===== src/rtl/dmem_port_arbiter_if.sv =====
// Request/response bundle for one dmem port: CPU, host or memory side.
// master drives the request (addr/write_data/read/write/byte_enable);
// slave returns read_data and the ready handshake.
interface dmem_port_arbiter_if #(
    parameter int ADDR_WIDTH = 32,
    parameter int DATA_WIDTH = 32
);
    logic [ADDR_WIDTH-1:0] addr;
    logic [DATA_WIDTH-1:0] write_data;
    logic                  read;
    logic                  write;
    logic [3:0]            byte_enable;
    logic [DATA_WIDTH-1:0] read_data;
    logic                  ready;

    modport master (
        output addr, write_data, read, write, byte_enable,
        input  read_data, ready
    );

    modport slave (
        input  addr, write_data, read, write, byte_enable,
        output read_data, ready
    );
endinterface


===== src/rtl/dmem_port_arbiter.sv =====
// Shares the memory_system dmem port between the CPU and a host loader/debug
// master: fixed CPU priority, host anti-starvation, one outstanding
// transaction, per-transaction timeout. Optional grant counters under
// macro DMEM_ARB_PERF_CNT_EN (undefined: counter ports tied to zero).
// Ports: clk, rst_n (async active-low); cpu/host (slave side of the
// request bundle); mem (master side toward memory_system); grant_host;
// timeout_err (sticky) with err_clear; cpu_grant_cnt/host_grant_cnt.
module dmem_port_arbiter #(
    parameter int ADDR_WIDTH   = 32,
    parameter int DATA_WIDTH   = 32,
    parameter int STARVE_LIMIT = 4,
    parameter int TIMEOUT      = 255
) (
    input  logic                clk,
    input  logic                rst_n,
    dmem_port_arbiter_if.slave  cpu,
    dmem_port_arbiter_if.slave  host,
    dmem_port_arbiter_if.master mem,
    output logic                grant_host,
    output logic                timeout_err,
    input  logic                err_clear,
    output logic [31:0]         cpu_grant_cnt,
    output logic [31:0]         host_grant_cnt
);

    localparam int SW = $clog2(STARVE_LIMIT + 1);
    localparam int TW = $clog2(TIMEOUT + 1);
    localparam logic [SW-1:0] STARVE_MAX = SW'(STARVE_LIMIT);
    localparam logic [TW-1:0] TMO_LAST   = TW'(TIMEOUT - 1);
    localparam logic [DATA_WIDTH-1:0] ABORT_DATA =
        DATA_WIDTH'(32'hDEADBEEF);

    typedef enum logic [1:0] {
        S_IDLE,
        S_GRANT_CPU,
        S_GRANT_HOST,
        S_RESP
    } state_t;

    state_t r_state;
    state_t w_next_state;

    logic [ADDR_WIDTH-1:0] r_mem_addr;
    logic [DATA_WIDTH-1:0] r_mem_wdata;
    logic [3:0]            r_mem_be;
    logic                  r_op_read;
    logic                  r_op_write;
    logic                  r_owner_host;
    logic [DATA_WIDTH-1:0] r_cpu_rdata;
    logic [DATA_WIDTH-1:0] r_host_rdata;
    logic [SW-1:0]         r_starve;
    logic [TW-1:0]         r_tmo;
    logic                  r_err;

    logic w_cpu_req;
    logic w_host_req;
    logic w_starved;
    logic w_in_grant;
    logic w_grant_cpu;
    logic w_grant_host;
    logic w_mem_done;
    logic w_abort;

    assign w_cpu_req  = cpu.read | cpu.write;
    assign w_host_req = host.read | host.write;
    assign w_starved  = (r_starve >= STARVE_MAX);
    assign w_in_grant = (r_state == S_GRANT_CPU) ||
                        (r_state == S_GRANT_HOST);

    always_comb begin
        w_next_state = r_state;
        w_grant_cpu  = 1'b0;
        w_grant_host = 1'b0;
        w_mem_done   = 1'b0;
        w_abort      = 1'b0;
        unique case (r_state)
            S_IDLE: begin
                // Host wins a tie only once it has waited long enough.
                if (w_host_req && (!w_cpu_req || w_starved)) begin
                    w_grant_host = 1'b1;
                    w_next_state = S_GRANT_HOST;
                end else if (w_cpu_req) begin
                    w_grant_cpu  = 1'b1;
                    w_next_state = S_GRANT_CPU;
                end
            end
            S_GRANT_CPU, S_GRANT_HOST: begin
                // A ready arriving in the last allowed cycle still counts.
                if (mem.ready) begin
                    w_mem_done   = 1'b1;
                    w_next_state = S_RESP;
                end else if (r_tmo == TMO_LAST) begin
                    w_abort      = 1'b1;
                    w_next_state = S_RESP;
                end
            end
            S_RESP: begin
                w_next_state = S_IDLE;
            end
            default: begin
                w_next_state = S_IDLE;
            end
        endcase
    end

    always_ff @(posedge clk or negedge rst_n) begin
        if (!rst_n) begin
            r_state <= S_IDLE;
        end else begin
            r_state <= w_next_state;
        end
    end

    always_ff @(posedge clk or negedge rst_n) begin
        if (!rst_n) begin
            r_mem_addr   <= '0;
            r_mem_wdata  <= '0;
            r_mem_be     <= '0;
            r_op_read    <= 1'b0;
            r_op_write   <= 1'b0;
            r_owner_host <= 1'b0;
            r_tmo        <= '0;
            r_cpu_rdata  <= '0;
            r_host_rdata <= '0;
        end else begin
            if (w_grant_cpu) begin
                r_mem_addr   <= cpu.addr;
                r_mem_wdata  <= cpu.write_data;
                r_mem_be     <= cpu.byte_enable;
                r_op_read    <= cpu.read;
                r_op_write   <= cpu.write;
                r_owner_host <= 1'b0;
            end else if (w_grant_host) begin
                r_mem_addr   <= host.addr;
                r_mem_wdata  <= host.write_data;
                r_mem_be     <= host.byte_enable;
                r_op_read    <= host.read;
                r_op_write   <= host.write;
                r_owner_host <= 1'b1;
            end

            if (w_grant_cpu || w_grant_host) begin
                r_tmo <= '0;
            end else if (w_in_grant) begin
                r_tmo <= r_tmo + TW'(1);
            end

            // Writes (including read+write, where write wins) keep old data.
            if (w_mem_done && r_op_read && !r_op_write) begin
                if (r_owner_host) begin
                    r_host_rdata <= mem.read_data;
                end else begin
                    r_cpu_rdata <= mem.read_data;
                end
            end else if (w_abort) begin
                if (r_owner_host) begin
                    r_host_rdata <= ABORT_DATA;
                end else begin
                    r_cpu_rdata <= ABORT_DATA;
                end
            end
        end
    end

    always_ff @(posedge clk or negedge rst_n) begin
        if (!rst_n) begin
            r_starve <= '0;
        end else if (w_grant_host) begin
            r_starve <= '0;
        end else if (w_host_req && !grant_host && !w_starved) begin
            r_starve <= r_starve + SW'(1);
        end
    end

    always_ff @(posedge clk or negedge rst_n) begin
        if (!rst_n) begin
            r_err <= 1'b0;
        end else if (w_abort) begin
            r_err <= 1'b1;
        end else if (err_clear) begin
            r_err <= 1'b0;
        end
    end

`ifdef DMEM_ARB_PERF_CNT_EN
    logic [31:0] r_cpu_gcnt;
    logic [31:0] r_host_gcnt;

    always_ff @(posedge clk or negedge rst_n) begin
        if (!rst_n) begin
            r_cpu_gcnt  <= '0;
            r_host_gcnt <= '0;
        end else begin
            if (w_grant_cpu) begin
                r_cpu_gcnt <= r_cpu_gcnt + 32'd1;
            end
            if (w_grant_host) begin
                r_host_gcnt <= r_host_gcnt + 32'd1;
            end
        end
    end

    assign cpu_grant_cnt  = r_cpu_gcnt;
    assign host_grant_cnt = r_host_gcnt;
`else
    assign cpu_grant_cnt  = 32'h0;
    assign host_grant_cnt = 32'h0;
`endif

    // Strobes derive from state so reset drops them without a clock.
    assign mem.addr        = r_mem_addr;
    assign mem.write_data  = r_mem_wdata;
    assign mem.byte_enable = r_mem_be;
    assign mem.read        = w_in_grant && r_op_read && !r_op_write;
    assign mem.write       = w_in_grant && r_op_write;

    assign cpu.read_data  = r_cpu_rdata;
    assign host.read_data = r_host_rdata;
    assign cpu.ready      = (r_state == S_RESP) && !r_owner_host;
    assign host.ready     = (r_state == S_RESP) && r_owner_host;

    assign grant_host  = (r_state == S_GRANT_HOST) ||
                         ((r_state == S_RESP) && r_owner_host);
    assign timeout_err = r_err;

endmodule


===== src/flat_wrapper.sv =====
// flat-port wrapper written by rule: the top's interface ports become plain ports
module dmem_port_arbiter_flat 
#(
    parameter int ADDR_WIDTH   = 32,
    parameter int DATA_WIDTH   = 32,
    parameter int STARVE_LIMIT = 4,
    parameter int TIMEOUT      = 255
)
  (clk, rst_n, grant_host, timeout_err, err_clear, cpu_grant_cnt, host_grant_cnt, cpu_addr, cpu_write_data, cpu_read, cpu_write, cpu_byte_enable, cpu_read_data, cpu_ready, host_addr, host_write_data, host_read, host_write, host_byte_enable, host_read_data, host_ready, mem_addr, mem_write_data, mem_read, mem_write, mem_byte_enable, mem_read_data, mem_ready);
  dmem_port_arbiter_if #(.ADDR_WIDTH(ADDR_WIDTH), .DATA_WIDTH(DATA_WIDTH)) cpu_i ();
  dmem_port_arbiter_if #(.ADDR_WIDTH(ADDR_WIDTH), .DATA_WIDTH(DATA_WIDTH)) host_i ();
  dmem_port_arbiter_if #(.ADDR_WIDTH(ADDR_WIDTH), .DATA_WIDTH(DATA_WIDTH)) mem_i ();
  input  logic clk;
  input  logic rst_n;
  output logic grant_host;
  output logic timeout_err;
  input  logic err_clear;
  output logic [31:0] cpu_grant_cnt;
  output logic [31:0] host_grant_cnt;
  input wire logic [$bits(cpu_i.addr)-1:0] cpu_addr;
  input wire logic [$bits(cpu_i.write_data)-1:0] cpu_write_data;
  input wire logic [$bits(cpu_i.read)-1:0] cpu_read;
  input wire logic [$bits(cpu_i.write)-1:0] cpu_write;
  input wire logic [$bits(cpu_i.byte_enable)-1:0] cpu_byte_enable;
  output wire logic [$bits(cpu_i.read_data)-1:0] cpu_read_data;
  output wire logic [$bits(cpu_i.ready)-1:0] cpu_ready;
  input wire logic [$bits(host_i.addr)-1:0] host_addr;
  input wire logic [$bits(host_i.write_data)-1:0] host_write_data;
  input wire logic [$bits(host_i.read)-1:0] host_read;
  input wire logic [$bits(host_i.write)-1:0] host_write;
  input wire logic [$bits(host_i.byte_enable)-1:0] host_byte_enable;
  output wire logic [$bits(host_i.read_data)-1:0] host_read_data;
  output wire logic [$bits(host_i.ready)-1:0] host_ready;
  output wire logic [$bits(mem_i.addr)-1:0] mem_addr;
  output wire logic [$bits(mem_i.write_data)-1:0] mem_write_data;
  output wire logic [$bits(mem_i.read)-1:0] mem_read;
  output wire logic [$bits(mem_i.write)-1:0] mem_write;
  output wire logic [$bits(mem_i.byte_enable)-1:0] mem_byte_enable;
  input wire logic [$bits(mem_i.read_data)-1:0] mem_read_data;
  input wire logic [$bits(mem_i.ready)-1:0] mem_ready;
  assign cpu_i.addr = cpu_addr;
  assign cpu_i.write_data = cpu_write_data;
  assign cpu_i.read = cpu_read;
  assign cpu_i.write = cpu_write;
  assign cpu_i.byte_enable = cpu_byte_enable;
  assign cpu_read_data = cpu_i.read_data;
  assign cpu_ready = cpu_i.ready;
  assign host_i.addr = host_addr;
  assign host_i.write_data = host_write_data;
  assign host_i.read = host_read;
  assign host_i.write = host_write;
  assign host_i.byte_enable = host_byte_enable;
  assign host_read_data = host_i.read_data;
  assign host_ready = host_i.ready;
  assign mem_addr = mem_i.addr;
  assign mem_write_data = mem_i.write_data;
  assign mem_read = mem_i.read;
  assign mem_write = mem_i.write;
  assign mem_byte_enable = mem_i.byte_enable;
  assign mem_i.read_data = mem_read_data;
  assign mem_i.ready = mem_ready;
  dmem_port_arbiter #(.ADDR_WIDTH(ADDR_WIDTH), .DATA_WIDTH(DATA_WIDTH), .STARVE_LIMIT(STARVE_LIMIT), .TIMEOUT(TIMEOUT)) u_core (.clk(clk), .rst_n(rst_n), .cpu(cpu_i), .host(host_i), .mem(mem_i), .grant_host(grant_host), .timeout_err(timeout_err), .err_clear(err_clear), .cpu_grant_cnt(cpu_grant_cnt), .host_grant_cnt(host_grant_cnt));
endmodule

===== config.mk =====
export PLATFORM = sky130hd
export DESIGN_NAME = dmem_port_arbiter_flat
export DESIGN_NICKNAME = d
export VERILOG_FILES = /design/src/rtl/dmem_port_arbiter_if.sv /design/src/rtl/dmem_port_arbiter.sv /design/src/flat_wrapper.sv
export SDC_FILE = /design/constraint.sdc
export NUM_CORES = 1
export LEC_CHECK = 0
export ABC_AREA = 1
export BUFFER_PORTS_ARGS = -buffer_cell sky130_fd_sc_hd__buf_2
export CORE_AREA = 2 2 145 147
export CTS_BUF_LIST = sky130_fd_sc_hd__clkbuf_16
export DETAILED_ROUTE_END_ITERATION = 8
export DIE_AREA = 0 0 147 149
export HOLD_SLACK_MARGIN = 0.03
export PLACE_DENSITY_LB_ADDON = 0.1
export RECOVER_POWER = 100
export SYNTH_ARGS = -nofsm -noshare
export SYNTH_HDL_FRONTEND = slang
export SYNTH_SLANG_ARGS = --single-unit

===== constraint.sdc =====
create_clock -name clk -period 2 [get_ports clk]
set_clock_uncertainty 0.05 [all_clocks]
set_input_delay 0.4 -clock clk [delete_from_list [all_inputs] [get_ports clk]]
set_output_delay 0.4 -clock clk [all_outputs]
set_load 0.05 [all_outputs]

Yosys cells after proc, flatten, opt, wreduce, memory -nomap -nowiden
Index checks and enable logic that the tools add are counted.
Cells by class
  add/sub/neg operators: 2
  magnitude comparators: 1
  eq/ne operators: 6
  mux-type cells: 41
  bitwise operators: 3
  reductions and logical operators: 29
Operator list (count)
  32-bit 2-to-1 mux: 12
  1-bit 2-to-1 mux: 18
  8-bit 2-to-1 mux: 2
  1-bit logical AND: 10
  2-bit nonzero test: 5
  8-bit by 1-bit adder with 8-bit output, second input constant: 1
  8-bit equality test, second input constant: 1
  2-bit 2-to-1 mux: 4
  4-bit 2-to-1 mux: 2
  3-bit 2-to-1 mux: 2
  2-bit case mux with 3 select lines: 1
  2-bit AND reduction: 3
  1-bit logical NOT: 5
  2-bit equality test, second input constant: 2
  1-bit logical OR: 4
  3-bit by 1-bit adder with 3-bit output, second input constant: 1
  3-bit greater-or-equal comparator, second input constant: 1
  3-bit by 1-bit != test with 1-bit output, second input constant: 1
  3-bit by 2-bit != test with 1-bit output, second input constant: 1
  2-bit by 1-bit equality test with 1-bit output, second input constant: 1
  2-bit logical NOT: 1
  1-bit OR: 2
  2-bit OR reduction: 1
  1-bit inverter: 1
Word-level totals
  register bits: 149
  input bits: 176
  output and inout port bits: 202
  word-level logic and storage cells: 94

Depth between registers and ports, before layout
  depth in word-level cells: 8
  mapped depth: 11
  gate-level depth less buffers: 9

Worst setup path after synthesis
OpenSTA, ideal clock, no wires.
  path kind: reg-to-output
  from: reg u_core.r_state[1]
  to: out mem_read
  arrival time: 1959 ps
  required time: 1550 ps
  slack: -409 ps
  cell stages (with the launch flop): 6
  buffers on the path: 1
  path through: dfrtp_1 inv_1 ha_1 buf_4 inv_2 nor3_1
Between the ends
  longest elaborated chain between the ends: 4
  elaborated cells on any way between the ends: 5
  classes of those cells: eq/ne: 2; reduce/logical: 3
Ends and longest elaborated chain
  start, declared: RTL line dmem_port_arbiter.sv:40  | state_t r_state;
  start signal, assigned: RTL line dmem_port_arbiter.sv:110  | r_state <= w_next_state;
  2-bit by 1-bit equality test with 1-bit output or 2-bit equality test (tied branches): RTL line dmem_port_arbiter.sv:67, dmem_port_arbiter.sv:68
  1-bit logical OR (*): RTL line dmem_port_arbiter.sv:67  | assign w_in_grant = (r_state == S_GRANT_CPU) ||
  1-bit logical AND (*) (2 in a row): RTL line dmem_port_arbiter.sv:214  | assign mem.read = w_in_grant && r_op_read && !r_op_write;
  end, declared: RTL line flat_wrapper.sv:36  | output wire logic [$bits(mem_i.read)-1:0] mem_read;
Mark *: on every way between the ends. The rest lies on a longest branch, timed or not.

Worst setup path after layout
  from: reg u_core.r_state[0]
  to: out mem_write
Between the ends
  longest elaborated chain between the ends: 3
  elaborated cells on any way between the ends: 4
  classes of those cells: eq/ne: 2; reduce/logical: 2
Ends and longest elaborated chain
  2-bit by 1-bit equality test with 1-bit output or 2-bit equality test (tied branches): RTL line dmem_port_arbiter.sv:67, dmem_port_arbiter.sv:68
  1-bit logical OR (*): RTL line dmem_port_arbiter.sv:67
  1-bit logical AND (*): RTL line dmem_port_arbiter.sv:215  | assign mem.write = w_in_grant && r_op_write;
  end, declared: RTL line flat_wrapper.sv:37  | output wire logic [$bits(mem_i.write)-1:0] mem_write;
Marks and branches as above.

==> summary.txt <==
Outcome
  • Outcome: finished, final reports clean

Die
  • Chip height: 149 um
  • Die Width: 147 um
  • Die Footprint: 0.0219 mm2
  • Number of cell rows: 53
  • I/O pin count: 378
  • Initial cell density of the core: 0.388
  • Area of the core: 0.0206 mm2

Worst setup path
  • Highest cell delay on the worst timing path: 0.38 ns
  • Flop-to-flop setup slack: 0.16 ns
  • Crit path cell chain: inv_2 -> ha_4 -> buf_6 -> nand2_2 -> inv_2 -> buf_8
  • Worst setup EP type: primary output
  • Logic depth of the worst setup path including buffers: 6
  • CP arrival: 1.51 ns
  • Critical path type: reg2out
  • Req. time, crit path: 1.55 ns
  • Slowest cell on crit path: sky130_fd_sc_hd__dfrtp_1
  • CP Buf/Inv Count: 4
  • Nature of the critical path startpoint: register
  • Maximum fanout encountered on the critical timing path: 4
  • Top delay family on crit path: flip-flops
  • Count of cells along the worst register-to-register path: 11
  • Cell mode on critical path: sky130_fd_sc_hd__inv_2

Clock network
  • CTS tree: yes
  • Root buffer cell: sky130_fd_sc_hd__clkbuf_16
  • Clock buffer count from CTS: 17
  • Number of clock sinks: 149
  • Clock latency reported for the late side of the worst-skew pair: 0.42 ns
  • Clock slew at the register clock pins of the worst setup and hold paths: 0.06 ns
  • Bufs on Longest Clock Path: 2
  • H-Tree Level Count: 4

Cells and area
  • Share of final-layout standard cells stronger than drive strength 1: 0.277
  • Synthesis-to-layout area growth: 29.8%
  • FILL cells: 2128
  • Multi-input gate area in the final layout: 0.00336 mm2
  • Final non-filler cell total: 1711
  • FF/Latch Area: 0.00373 mm2
  • Net count, final: 1606
  • Cell area after layout: 0.0104 mm2

Drt
  • Met3 wire len: 1.57 mm
  • DR vias/cell: 4.27
  • Detail Route met2 WL: 10.7 mm
  • Top Metal Used: met4
  • Final WL: 22.2 mm
  • Number of DRC markers after the initial detailed-route iteration: 268
  • Number of vias after detailed routing: 7305
  • First-pass detailed-route iteration total: 4
  • Met1 WL: 9.73 mm
  • Per-cell routed wire length: 13.0 um
  • Post-detailed-route count of antenna-violating nets: 0
  • DRC: 0

Synthesis
  • Share of the yosys chip area belonging to registers: 0.467
  • Adder-Cell Fraction of Synth Area: 0.0125
  • Post-synthesis share of cell area spent on xor and xnor gates: 0.00110
  • Dominant combinational cell family by area after synthesis: simple AND/OR/NAND/NOR gates
  • #FFs+latches synth: 149
  • Syn Area/Cell: 7.17 um2
  • Number of warnings issued by yosys: 0
  • Post-synth cell types: 30
  • Cells after Synth: 1114
  • Portion of netlist area occupied by mux cells: 0
  • Cell area after synthesis: 0.00799 mm2
  • Share of synthesized cell area in and, or, nand and nor gates: 0.362
  • Synthesized-area fraction occupied by ao, oa, aoi and oai cells: 0.0103

Placement
  • Detailed-placement wirelength estimate: 16.0 mm
  • Placer's final routability congestion estimate: 0.779
  • Inst Count DP: 1673
  • Post-DP Area: 0.00973 mm2
  • Number of buffer cells added on primary ports: 313
  • Worst setup slack after placement: 0.166 ns

Power
  • Leakage power: 6.26 nW
  • Worst voltage drop across the vdd grid: 855 uV
  • PD cells: 2040 mW/mm2

STA
  • Transition time of the tightest slew-check pin: 1.21 ns
  • Worst slew slack as a fraction of its limit: 0.194
  • Number of hold violations in the final report: 0
  • Setup violation total in the final timing report: 0
  • Period Utilization, post-route: 0.980
  • Final critical delay including setup and external delays: 1.96 ns
  • RSZ-0062 raised after global routing: true
  • Min setup slack post-route: 0.0396 ns
  • Highest clock rate: 510 MHz
  • Number of max-slew violations in the final report: 0

GRT
  • Global-route total usage across every layer: 0.200
  • Global route total overflow: 0
  • Vias in the first global route: 6909
  • Maximum number of pins on one net before global-route repair: 50
  • Initial antenna violation count: 3
  • First-pass GRT wire length: 34.9 mm

Run
  • Max capacitance violation total: 0

Worst hold path
  • Worst hold-check path type: in2reg
  • Cell depth of the worst hold path: 2
worst register-to-register path, stage by stage (launching register included):
cell                      delay (ns)
sky130_fd_sc_hd__dfrtp_1        0.38
sky130_fd_sc_hd__inv_2          0.07
sky130_fd_sc_hd__ha_4           0.29
sky130_fd_sc_hd__inv_4          0.04
sky130_fd_sc_hd__buf_4          0.12
sky130_fd_sc_hd__nor2_2         0.09
sky130_fd_sc_hd__nand4_1        0.14
sky130_fd_sc_hd__nand2_2        0.13
sky130_fd_sc_hd__nand2_1        0.10
sky130_fd_sc_hd__buf_12         0.19
sky130_fd_sc_hd__nand2_1        0.08
sky130_fd_sc_hd__nand2_1        0.05
power breakdown:
part / switching, mW / internal, mW
clock network: 1.37 / 1.74
logic: 9.48 / 3.14
registers: 0.822 / 4.53
total: 11.7 / 9.42
placed cells by master, fill, tap and decap left out, types with 2 or more instances in the layout:
| cell | count |
|---|---|
| sky130_fd_sc_hd__nor3_1 | 4 |
| sky130_fd_sc_hd__ha_1 | 7 |
| sky130_fd_sc_hd__o21ai_0 | 7 |
| sky130_fd_sc_hd__clkinvlp_4 | 3 |
| sky130_fd_sc_hd__inv_6 | 6 |
| sky130_fd_sc_hd__nand2_2 | 6 |
| sky130_fd_sc_hd__clkbuf_16 | 17 |
| sky130_fd_sc_hd__a21oi_1 | 3 |
| sky130_fd_sc_hd__dfrtp_1 | 149 |
| sky130_fd_sc_hd__conb_1 | 64 |
| sky130_fd_sc_hd__buf_12 | 11 |
| sky130_fd_sc_hd__nor2_1 | 22 |
| sky130_fd_sc_hd__or2_1 | 22 |
| sky130_fd_sc_hd__or2_2 | 3 |
| sky130_fd_sc_hd__inv_2 | 7 |
| sky130_fd_sc_hd__buf_4 | 14 |
| sky130_fd_sc_hd__clkinv_4 | 2 |
| sky130_fd_sc_hd__nand3_1 | 61 |
| sky130_fd_sc_hd__inv_1 | 98 |
| sky130_fd_sc_hd__buf_2 | 307 |
| sky130_fd_sc_hd__nand2_1 | 592 |
| sky130_fd_sc_hd__buf_6 | 5 |
| sky130_fd_sc_hd__nand4_1 | 4 |
| sky130_fd_sc_hd__clkinv_2 | 2 |
routing by layer:
| metal | vias to the layer above | global-route usage |
|---|---|---|
| li1 | 3805 | - |
| met1 | 3261 | 0.248 |
| met2 | 227 | 0.338 |
| met3 | 12 | 0.0602 |
| met4 | 0 | 0.0615 |
| met5 | - | 0 |
cells in the mapped netlist:
master,number,share of area
sky130_fd_sc_hd__clkbuf_1,8,0.0038
sky130_fd_sc_hd__nor3b_1,1,0.00094
sky130_fd_sc_hd__nor2_1,22,0.010
sky130_fd_sc_hd__nand4_1,4,0.0031
sky130_fd_sc_hd__nand3_1,61,0.038
sky130_fd_sc_hd__inv_1,100,0.047
sky130_fd_sc_hd__clkinv_1,1,0.00047
sky130_fd_sc_hd__nand2_2,3,0.0024
sky130_fd_sc_hd__dfrtp_1,149,0.47
sky130_fd_sc_hd__xor2_1,1,0.0011
sky130_fd_sc_hd__a31o_2,1,0.0011
sky130_fd_sc_hd__buf_1,6,0.0028
sky130_fd_sc_hd__a21oi_2,1,0.0011
sky130_fd_sc_hd__nand3_4,1,0.0022
sky130_fd_sc_hd__buf_2,28,0.018
sky130_fd_sc_hd__nor2_2,1,0.00078
sky130_fd_sc_hd__o21ai_0,7,0.0044
sky130_fd_sc_hd__buf_6,8,0.011
sky130_fd_sc_hd__nor3_1,5,0.0031
sky130_fd_sc_hd__a21oi_1,3,0.0019
sky130_fd_sc_hd__o21ai_2,1,0.0011
sky130_fd_sc_hd__nand2_1,595,0.28
sky130_fd_sc_hd__buf_4,65,0.061
sky130_fd_sc_hd__ha_1,8,0.013
sky130_fd_sc_hd__or2_1,22,0.017
sky130_fd_sc_hd__a31oi_1,1,0.00078
sky130_fd_sc_hd__inv_2,6,0.0028
sky130_fd_sc_hd__nand2_4,1,0.0014
sky130_fd_sc_hd__conb_1,1,0.00047
sky130_fd_sc_hd__or2_2,3,0.0024
cells by family after synthesis:
family | after synthesis
AO/OA/AOI/OAI | 14
XOR/XNOR | 1
adder cells (fa/ha/maj) | 8
buffers and inverters | 222
flip-flops | 149
other | 1
AND/OR/NAND/NOR | 719
stage by stage:
stage / setup TNS, ns / hold slack, ns / util / total power [mW]
2_1_floorplan: 0 / 0.0544 / - / 14.7
3_5_place_dp: 0 / 0.328 / 0.473 / 17.9
6_report: 0 / 0.170 / 0.504 / 21.1
3_3_place_gp: 0 / 0.329 / 0.473 / 17.8
4_1_cts: -0.00523 / 0.170 / 0.503 / 21.2
5_1_grt: -0.0678 / 0.164 / 0.504 / 22.6
sequential cells by signal (all words and copies together) (netlist names):
signal,flops
u_core.r_owner_host,1
u_core.timeout_err,1
u_core.mem.addr,32
u_core.r_starve,3
u_core.r_op_read,1
u_core.r_state,2
u_core.r_tmo,8
u_core.r_op_write,1
u_core.mem.byte_enable,4
u_core.mem.write_data,32
u_core.cpu.read_data,32
u_core.host.read_data,32
timing repair:
action / CTS / global route
hold buffers: 1 / 0
setup endpoints to repair: 2 / 5
buffers inserted: 1 / 3
resized for setup: 7 / 12
cloned: 0 / 0
pin swaps: 1 / 1
hold endpoints to repair: 39 / 0
path summary, 6_finish.rpt:
check                                                      from                                    to
max in group asynchronous                                 rst_n       u_core.mem.addr[26]$_DFFE_PN0P_
min in group asynchronous                                 rst_n  u_core.cpu.read_data[10]$_DFFE_PN0P_
hold reg to reg            u_core.host.read_data[4]$_DFFE_PN0P_  u_core.host.read_data[4]$_DFFE_PN0P_
hold / removal                                        err_clear        u_core.timeout_err$_DFFE_PN0P_
setup / recovery                  u_core.r_state[0]$_DFFE_PN0P_                             mem_write
setup reg to reg                  u_core.r_state[0]$_DFFE_PN0P_  u_core.cpu.read_data[15]$_DFFE_PN0P_
area by class of cell:
type / instances / share of cell area
flip-flops and latches: 149 / 0.360
multi-input cells: 806 / 0.324
repair buffers: 341 / 0.189
clock buffers: 17 / 0.0410
inverters: 107 / 0.0390
diodes: 1 / 0.000241
clock inverters: 15 / 0.0139
well taps: 275 / 0.0332
No activity file was read; power rests on OpenSTA's default activity.
